==> src/rtl/door_lock_ctrl.sv <==
// door_lock_ctrl: keypad door lock with a main password, a one-shot temporary
// password, two programming modes and a lockout after repeated failures.
//
// Key inputs are one-cycle strobes (KEY_VALID). Codes 0-9 are digits,
// 10 is STAR, 11 is HASH and 12-15 are ignored everywhere.
// STAR, HASH and PW_TEMP_RESET are one-cycle pulses towards the password
// store. They are never handshaked, so the store must accept them on the
// cycle they are high. Every output comes straight from a flop.
// DBG_STATE exposes the FSM state register for observation.
module door_lock_ctrl #(
  parameter int UNLOCK_CYCLES  = 16,
  parameter int LOCKOUT_CYCLES = 64,
  parameter int MAX_FAIL       = 3
) (
  input  logic        CLK,
  input  logic        RESET,
  input  logic        KEY_VALID,
  input  logic [3:0]  KEY_CODE,
  input  logic [15:0] PW,
  input  logic [15:0] PW_TEMP,
  input  logic        PW_TEMP_VALID,
  output logic [15:0] DISPLAY,
  output logic        CORRECT,
  output logic        STAR,
  output logic        HASH,
  output logic        PW_TEMP_RESET,
  output logic        UNLOCK,
  output logic        ALARM,
  output logic [1:0]  FAIL_CNT,
  output logic [2:0]  DBG_STATE
);

  typedef enum logic [2:0] {
    ENTRY     = 3'd0,
    CHECK     = 3'd1,
    OPEN      = 3'd2,
    PROG_PW   = 3'd3,
    PROG_TEMP = 3'd4,
    LOCKOUT   = 3'd5
  } state_e;

  // One shared down-counter serves OPEN, the programming idle timeout and
  // LOCKOUT, so it is sized for the longest of the two intervals.
  localparam int TMAX = (UNLOCK_CYCLES > LOCKOUT_CYCLES) ? UNLOCK_CYCLES : LOCKOUT_CYCLES;
  localparam int TW   = $clog2(TMAX + 1);
  localparam logic [TW-1:0] UNLOCK_LOAD = TW'(UNLOCK_CYCLES - 1);
  localparam logic [TW-1:0] LOCK_LOAD   = TW'(LOCKOUT_CYCLES - 1);
  localparam logic [TW-1:0] T_ZERO      = '0;
  localparam logic [TW-1:0] T_ONE       = TW'(1);
  localparam logic [1:0]    MAX_FAIL_L  = 2'(MAX_FAIL);

  state_e        state_q, state_d;
  logic [15:0]   display_q, display_d;
  logic [2:0]    cnt_q, cnt_d;
  logic [TW-1:0] timer_q, timer_d;
  logic          commit_q, commit_d;
  logic          correct_q, correct_d;
  logic          star_q, star_d;
  logic          hash_q, hash_d;
  logic          ptr_q, ptr_d;
  logic          unlock_q, unlock_d;
  logic          alarm_q, alarm_d;
  logic [1:0]    fail_cnt_q, fail_cnt_d;

  logic          key_digit, key_star, key_hash, key_term;
  logic [15:0]   display_shift;
  logic [2:0]    cnt_inc;
  logic [1:0]    fail_new;

  assign key_digit     = KEY_VALID && (KEY_CODE <= 4'd9);
  assign key_star      = KEY_VALID && (KEY_CODE == 4'd10);
  assign key_hash      = KEY_VALID && (KEY_CODE == 4'd11);
  assign key_term      = (state_q == PROG_PW) ? key_star : key_hash;
  assign display_shift = {display_q[11:0], KEY_CODE};
  assign cnt_inc       = (cnt_q == 3'd4) ? 3'd4 : cnt_q + 3'd1;
  assign fail_new      = (fail_cnt_q == 2'd3) ? 2'd3 : fail_cnt_q + 2'd1;

  // Next-state and next-output logic for the lock FSM.
  always_comb begin
    state_d    = state_q;
    display_d  = display_q;
    cnt_d      = cnt_q;
    timer_d    = timer_q;
    commit_d   = 1'b0;
    correct_d  = correct_q;
    star_d     = 1'b0;
    hash_d     = 1'b0;
    ptr_d      = 1'b0;
    fail_cnt_d = fail_cnt_q;

    case (state_q)
      ENTRY: begin
        if (key_digit) begin
          display_d = display_shift;
          cnt_d     = cnt_inc;
        end else if (key_star) begin
          display_d = '0;
          cnt_d     = '0;
        end else if (key_hash) begin
          if (cnt_q == 3'd4) begin
            state_d = CHECK;
          end else begin
            display_d = '0;
            cnt_d     = '0;
          end
        end
      end

      // Single-cycle comparison; a main match wins over a temporary match
      // so the temporary password survives when both are equal.
      CHECK: begin
        cnt_d = '0;
        if (display_q == PW) begin
          state_d    = OPEN;
          correct_d  = 1'b1;
          fail_cnt_d = '0;
          timer_d    = UNLOCK_LOAD;
        end else if (PW_TEMP_VALID && (display_q == PW_TEMP)) begin
          state_d    = OPEN;
          correct_d  = 1'b0;
          ptr_d      = 1'b1;
          fail_cnt_d = '0;
          timer_d    = UNLOCK_LOAD;
        end else begin
          correct_d  = 1'b0;
          display_d  = '0;
          fail_cnt_d = fail_new;
          if (fail_new == MAX_FAIL_L) begin
            state_d = LOCKOUT;
            timer_d = LOCK_LOAD;
          end else begin
            state_d = ENTRY;
          end
        end
      end

      OPEN: begin
        if (correct_q && key_star) begin
          state_d   = PROG_PW;
          star_d    = 1'b1;
          display_d = '0;
          cnt_d     = '0;
          timer_d   = UNLOCK_LOAD;
        end else if (correct_q && key_hash) begin
          state_d   = PROG_TEMP;
          hash_d    = 1'b1;
          display_d = '0;
          cnt_d     = '0;
          timer_d   = UNLOCK_LOAD;
        end else if (timer_q == T_ZERO) begin
          state_d   = ENTRY;
          correct_d = 1'b0;
          display_d = '0;
          cnt_d     = '0;
        end else begin
          timer_d = timer_q - T_ONE;
        end
      end

      // A complete terminator spends one commit cycle here with the pulse
      // high and DISPLAY still holding the new password, then leaves.
      PROG_PW, PROG_TEMP: begin
        if (commit_q) begin
          state_d   = ENTRY;
          correct_d = 1'b0;
          display_d = '0;
          cnt_d     = '0;
        end else if (key_digit) begin
          display_d = display_shift;
          cnt_d     = cnt_inc;
          timer_d   = UNLOCK_LOAD;
        end else if (key_term) begin
          if (cnt_q == 3'd4) begin
            commit_d = 1'b1;
            star_d   = (state_q == PROG_PW);
            hash_d   = (state_q == PROG_TEMP);
            timer_d  = UNLOCK_LOAD;
          end else begin
            state_d   = ENTRY;
            correct_d = 1'b0;
            display_d = '0;
            cnt_d     = '0;
          end
        end else if (timer_q == T_ZERO) begin
          state_d   = ENTRY;
          correct_d = 1'b0;
          display_d = '0;
          cnt_d     = '0;
        end else begin
          timer_d = timer_q - T_ONE;
        end
      end

      LOCKOUT: begin
        if (timer_q == T_ZERO) begin
          state_d    = ENTRY;
          fail_cnt_d = '0;
        end else begin
          timer_d = timer_q - T_ONE;
        end
      end

      default: begin
        state_d   = ENTRY;
        correct_d = 1'b0;
        display_d = '0;
        cnt_d     = '0;
      end
    endcase
  end

  // Level outputs follow the state being entered so they line up with it.
  always_comb begin
    unlock_d = (state_d == OPEN);
    alarm_d  = (state_d == LOCKOUT);
  end

  // State and output registers with synchronous reset.
  always_ff @(posedge CLK) begin
    if (RESET) begin
      state_q    <= ENTRY;
      display_q  <= '0;
      cnt_q      <= '0;
      timer_q    <= '0;
      commit_q   <= 1'b0;
      correct_q  <= 1'b0;
      star_q     <= 1'b0;
      hash_q     <= 1'b0;
      ptr_q      <= 1'b0;
      unlock_q   <= 1'b0;
      alarm_q    <= 1'b0;
      fail_cnt_q <= '0;
    end else begin
      state_q    <= state_d;
      display_q  <= display_d;
      cnt_q      <= cnt_d;
      timer_q    <= timer_d;
      commit_q   <= commit_d;
      correct_q  <= correct_d;
      star_q     <= star_d;
      hash_q     <= hash_d;
      ptr_q      <= ptr_d;
      unlock_q   <= unlock_d;
      alarm_q    <= alarm_d;
      fail_cnt_q <= fail_cnt_d;
    end
  end

  assign DISPLAY       = display_q;
  assign CORRECT       = correct_q;
  assign STAR          = star_q;
  assign HASH          = hash_q;
  assign PW_TEMP_RESET = ptr_q;
  assign UNLOCK        = unlock_q;
  assign ALARM         = alarm_q;
  assign FAIL_CNT      = fail_cnt_q;
  assign DBG_STATE     = state_q;

endmodule
==> config.mk <==
export PLATFORM = sky130hd
export DESIGN_NAME = door_lock_ctrl
export DESIGN_NICKNAME = d
export VERILOG_FILES = /design/src/rtl/door_lock_ctrl.sv
export SDC_FILE = /design/constraint.sdc
export NUM_CORES = 1
export LEC_CHECK = 0
export ABC_AREA = 1
export CAP_MARGIN = 10
export CORE_ASPECT_RATIO = 1.75
export CORE_UTILIZATION = 52
export DETAILED_ROUTE_END_ITERATION = 12
export GPL_TIMING_DRIVEN = 1
export PLACE_DENSITY = 0.82
export RECOVER_POWER = 100
export SLEW_MARGIN = 0
export SYNTH_ARGS = -nofsm -noshare
export SYNTH_HDL_FRONTEND = slang
export SYNTH_SLANG_ARGS = --single-unit
==> constraint.sdc <==
create_clock -name CLK -period 1.95 [get_ports CLK]
set_input_delay 0.195 -clock CLK [delete_from_list [all_inputs] [get_ports CLK]]
set_output_delay 0.195 -clock CLK [all_outputs]
set_load 0.05 [all_outputs]
==> results.toml <==
[sta]
hold_viol_final = 0
finalCriticalPeriod_ns = 1.92
fin_setup_tns_ns = 0
fmax_mhz = 521
slew_headroom = 0.661
timing.hold.ws_ns = 0.499
slew_viol_final = 0
timing.final.crit_share = 0.985
tightest_slew_ns = 0.507
setup_viol = 0
skew_ns = 0.00926

[routing]
via_per_inst = 5.52
dr_total_vias = 3906
dr.pass1.iters = 6
route.detailed.drc = 0
drt-total-wl_um = 10700
ant_nets = 0
wl_per_cell_um = 15.1
drt_iter0_markers = 245

[status]
status = "finished, final reports clean"

[cts]
clock_sinks = 38
cts_max_path_buffers = 2
cts_buffers = 5
clock_latency_ns = 0.30
root_buffer = "clkbuf_8"
cts_tree = "done"
hold_buffers = 0
clk_pin_slew_ns = 0.08
htreeDepth = 2

[floorplan]
die_area_um2 = 6240
io_pins = 67
start_util = 0.546
die_w_um = 60.1
fp-row-count = 36
coreArea_um2 = 5630
die_y_um = 104

[power_and_ir_drop]
p_leak_nw = 2.07
p_comb_frac = 0.174
p_per_area_nw_per_um2 = 415
internal_power_mw = 1.35
ir_drop_mv = 0.277
seq_power_share = 0.439
p_sw_frac = 0.252
power_frac_clock = 0.388
p_sw_mw = 0.455

[setup_path]
cp_max_fo = 16
worst_setup_path_end_kind = "register"
worstPathRequired_ns = 2.17
start_kind = "register"
worstSetupPathType = "register to register"
arrival_ns = 2.14

[final_layout]
area_growth_pct = 41.3
num_antenna_cells = 0
final_common_cell = "nand2_1"
fillers = 463
layout_common_cells = "nand2_1, clkdlybuf4s50_1, nor2_1, inv_1, buf_4"
nNetsFinal = 675
drive_gt1_frac = 0.184

[yosys]
synth_top_area_frac = 0.247
syn_area_um2 = 3080
ys.flop_type = "dfxtp_1"
ys_seq_area_frac = 0.247
synthArstFlopShare = 0
syn_avg_cell_area_um2 = 5.91
syn-num-nets = 563
netlist_top_cells_area = "dfxtp_1, nand2_1, nor2_1"
synth_edf_count = 0
synthCells = 520
ys_ff_latch = 38
ys_warn_count = 0
synth_cell_types = 36
yosys.area.top_type = "dfxtp_1"

[placed_design]
dp_hpwl_um = 8050
routabilityCongestion = 1.01
port_buffers = 66

[grt]
grt_antenna_before_repair = 0
grt_max_degree = 24
grt-ovfl-total = 0
first_global_vias = 3630
grt_first_pass_wirelength_um = 16500
grtUsageTotal = 0.348

[worst_hold_path]
hp-class = "register to register"

[run]
drv_cap = 0
## path summary, 6_finish.rpt
check	startpoint	to	slack [ns]	depth (start not counted)
setup / recovery	DISPLAY[2]$_SDFFE_PP0P_	DISPLAY[1]$_SDFFE_PP0P_	0.03	10
hold / removal	cnt_q[0]$_SDFFE_PP0P_	cnt_q[0]$_SDFFE_PP0P_	0.50	1
setup reg to reg	DISPLAY[2]$_SDFFE_PP0P_	DISPLAY[1]$_SDFFE_PP0P_	0.03	10
hold reg to reg	cnt_q[0]$_SDFFE_PP0P_	cnt_q[0]$_SDFFE_PP0P_	0.50	1
## area by class of cell
type,instances,area (µm²),share of cell area
clock inverter,1,30.0,0.00691
sequential,38,773,0.178
timing repair buffer,116,1080,0.248
clock buffer,6,82.6,0.0190
inverter,64,243,0.0558
tap,76,95.1,0.0219
multi-input combinational,407,2050,0.471
## worst max-delay path, cell delays in order (launching register included)
cell and delay, ns:
dfxtp_1 0.39, xnor2_1 0.31, nand3b_1 0.12, nor2_1 0.14, nand3_2 0.15, nand2_2 0.09
nand2_1 0.11, nand2_2 0.10, buf_12 0.14, nand2_1 0.10, a21oi_2 0.18
## metrics by stage
stage	utilization	area [µm²]	total power, mW	setup slack [ns]	instances
after detailed placement	0.733	4130	1.11	-0.153	695
after floorplan	-	3080	0.949	0.00608	520
after CTS	0.753	4240	1.79	0.00755	702
final	0.772	4350	1.80	0.0297	708
after global routing	0.772	4350	1.86	-0.210	708
after global placement	0.733	4130	1.11	-0.170	695
## cell usage after synthesis, types with 4 or more instances
master    count
inv_2         7
xor2_1       19
nand3_1      30
nand3b_1      6
nand4_1      13
a21oi_1      28
nand2_2      11
dfxtp_1      38
o21ai_0      15
nor2_2        4
nor2_1       59
buf_2         4
inv_1        56
nand2_1     183
xnor2_1       4
a21oi_2       8
nand3_2       4
## power by group through the flow
stage | Sequential [mW] | Clock (mW) | Combinational (mW)
final | 0.791 | 0.699 | 0.314
after global routing | 0.792 | 0.731 | 0.338
after CTS | 0.790 | 0.698 | 0.305
after detailed placement | 0.809 | 0 | 0.303
after global placement | 0.808 | 0 | 0.299
after floorplan | 0.814 | 0 | 0.135
## what timing repair did
action / 4_1_cts / 5_1_grt
gates resized for setup: 0 / 19
buffers inserted: 0 / 5
setup endpoints to repair: 0 / 32
hold endpoints to repair: 0 / 0
## sequential cells by signal (all words and copies together) (netlist names)
name           flops
ALARM              1
CORRECT            1
DBG_STATE          3
DISPLAY           16
FAIL_CNT           2
HASH               1
PW_TEMP_RESET      1
STAR               1
UNLOCK             1
cnt_q              3
commit_q           1
timer_q            7
## cell families after synthesis
family,count (synthesis),share of synthesized area
compound gates,59,0.111
simple gates,321,0.461
buf+inv,76,0.103
fa+ha+maj,3,0.0122
flops,38,0.247
xor+xnor,23,0.0655
## routing by layer
metal	vias up	GRT usage	part of all wire
met5	-	0	0
met4	0	0.234	0.082
met3	66	0.0599	0.058
met2	205	0.619	0.53
met1	1774	0.342	0.33
li1	1861	-	-
No activity file was read; power rests on OpenSTA's default activity.
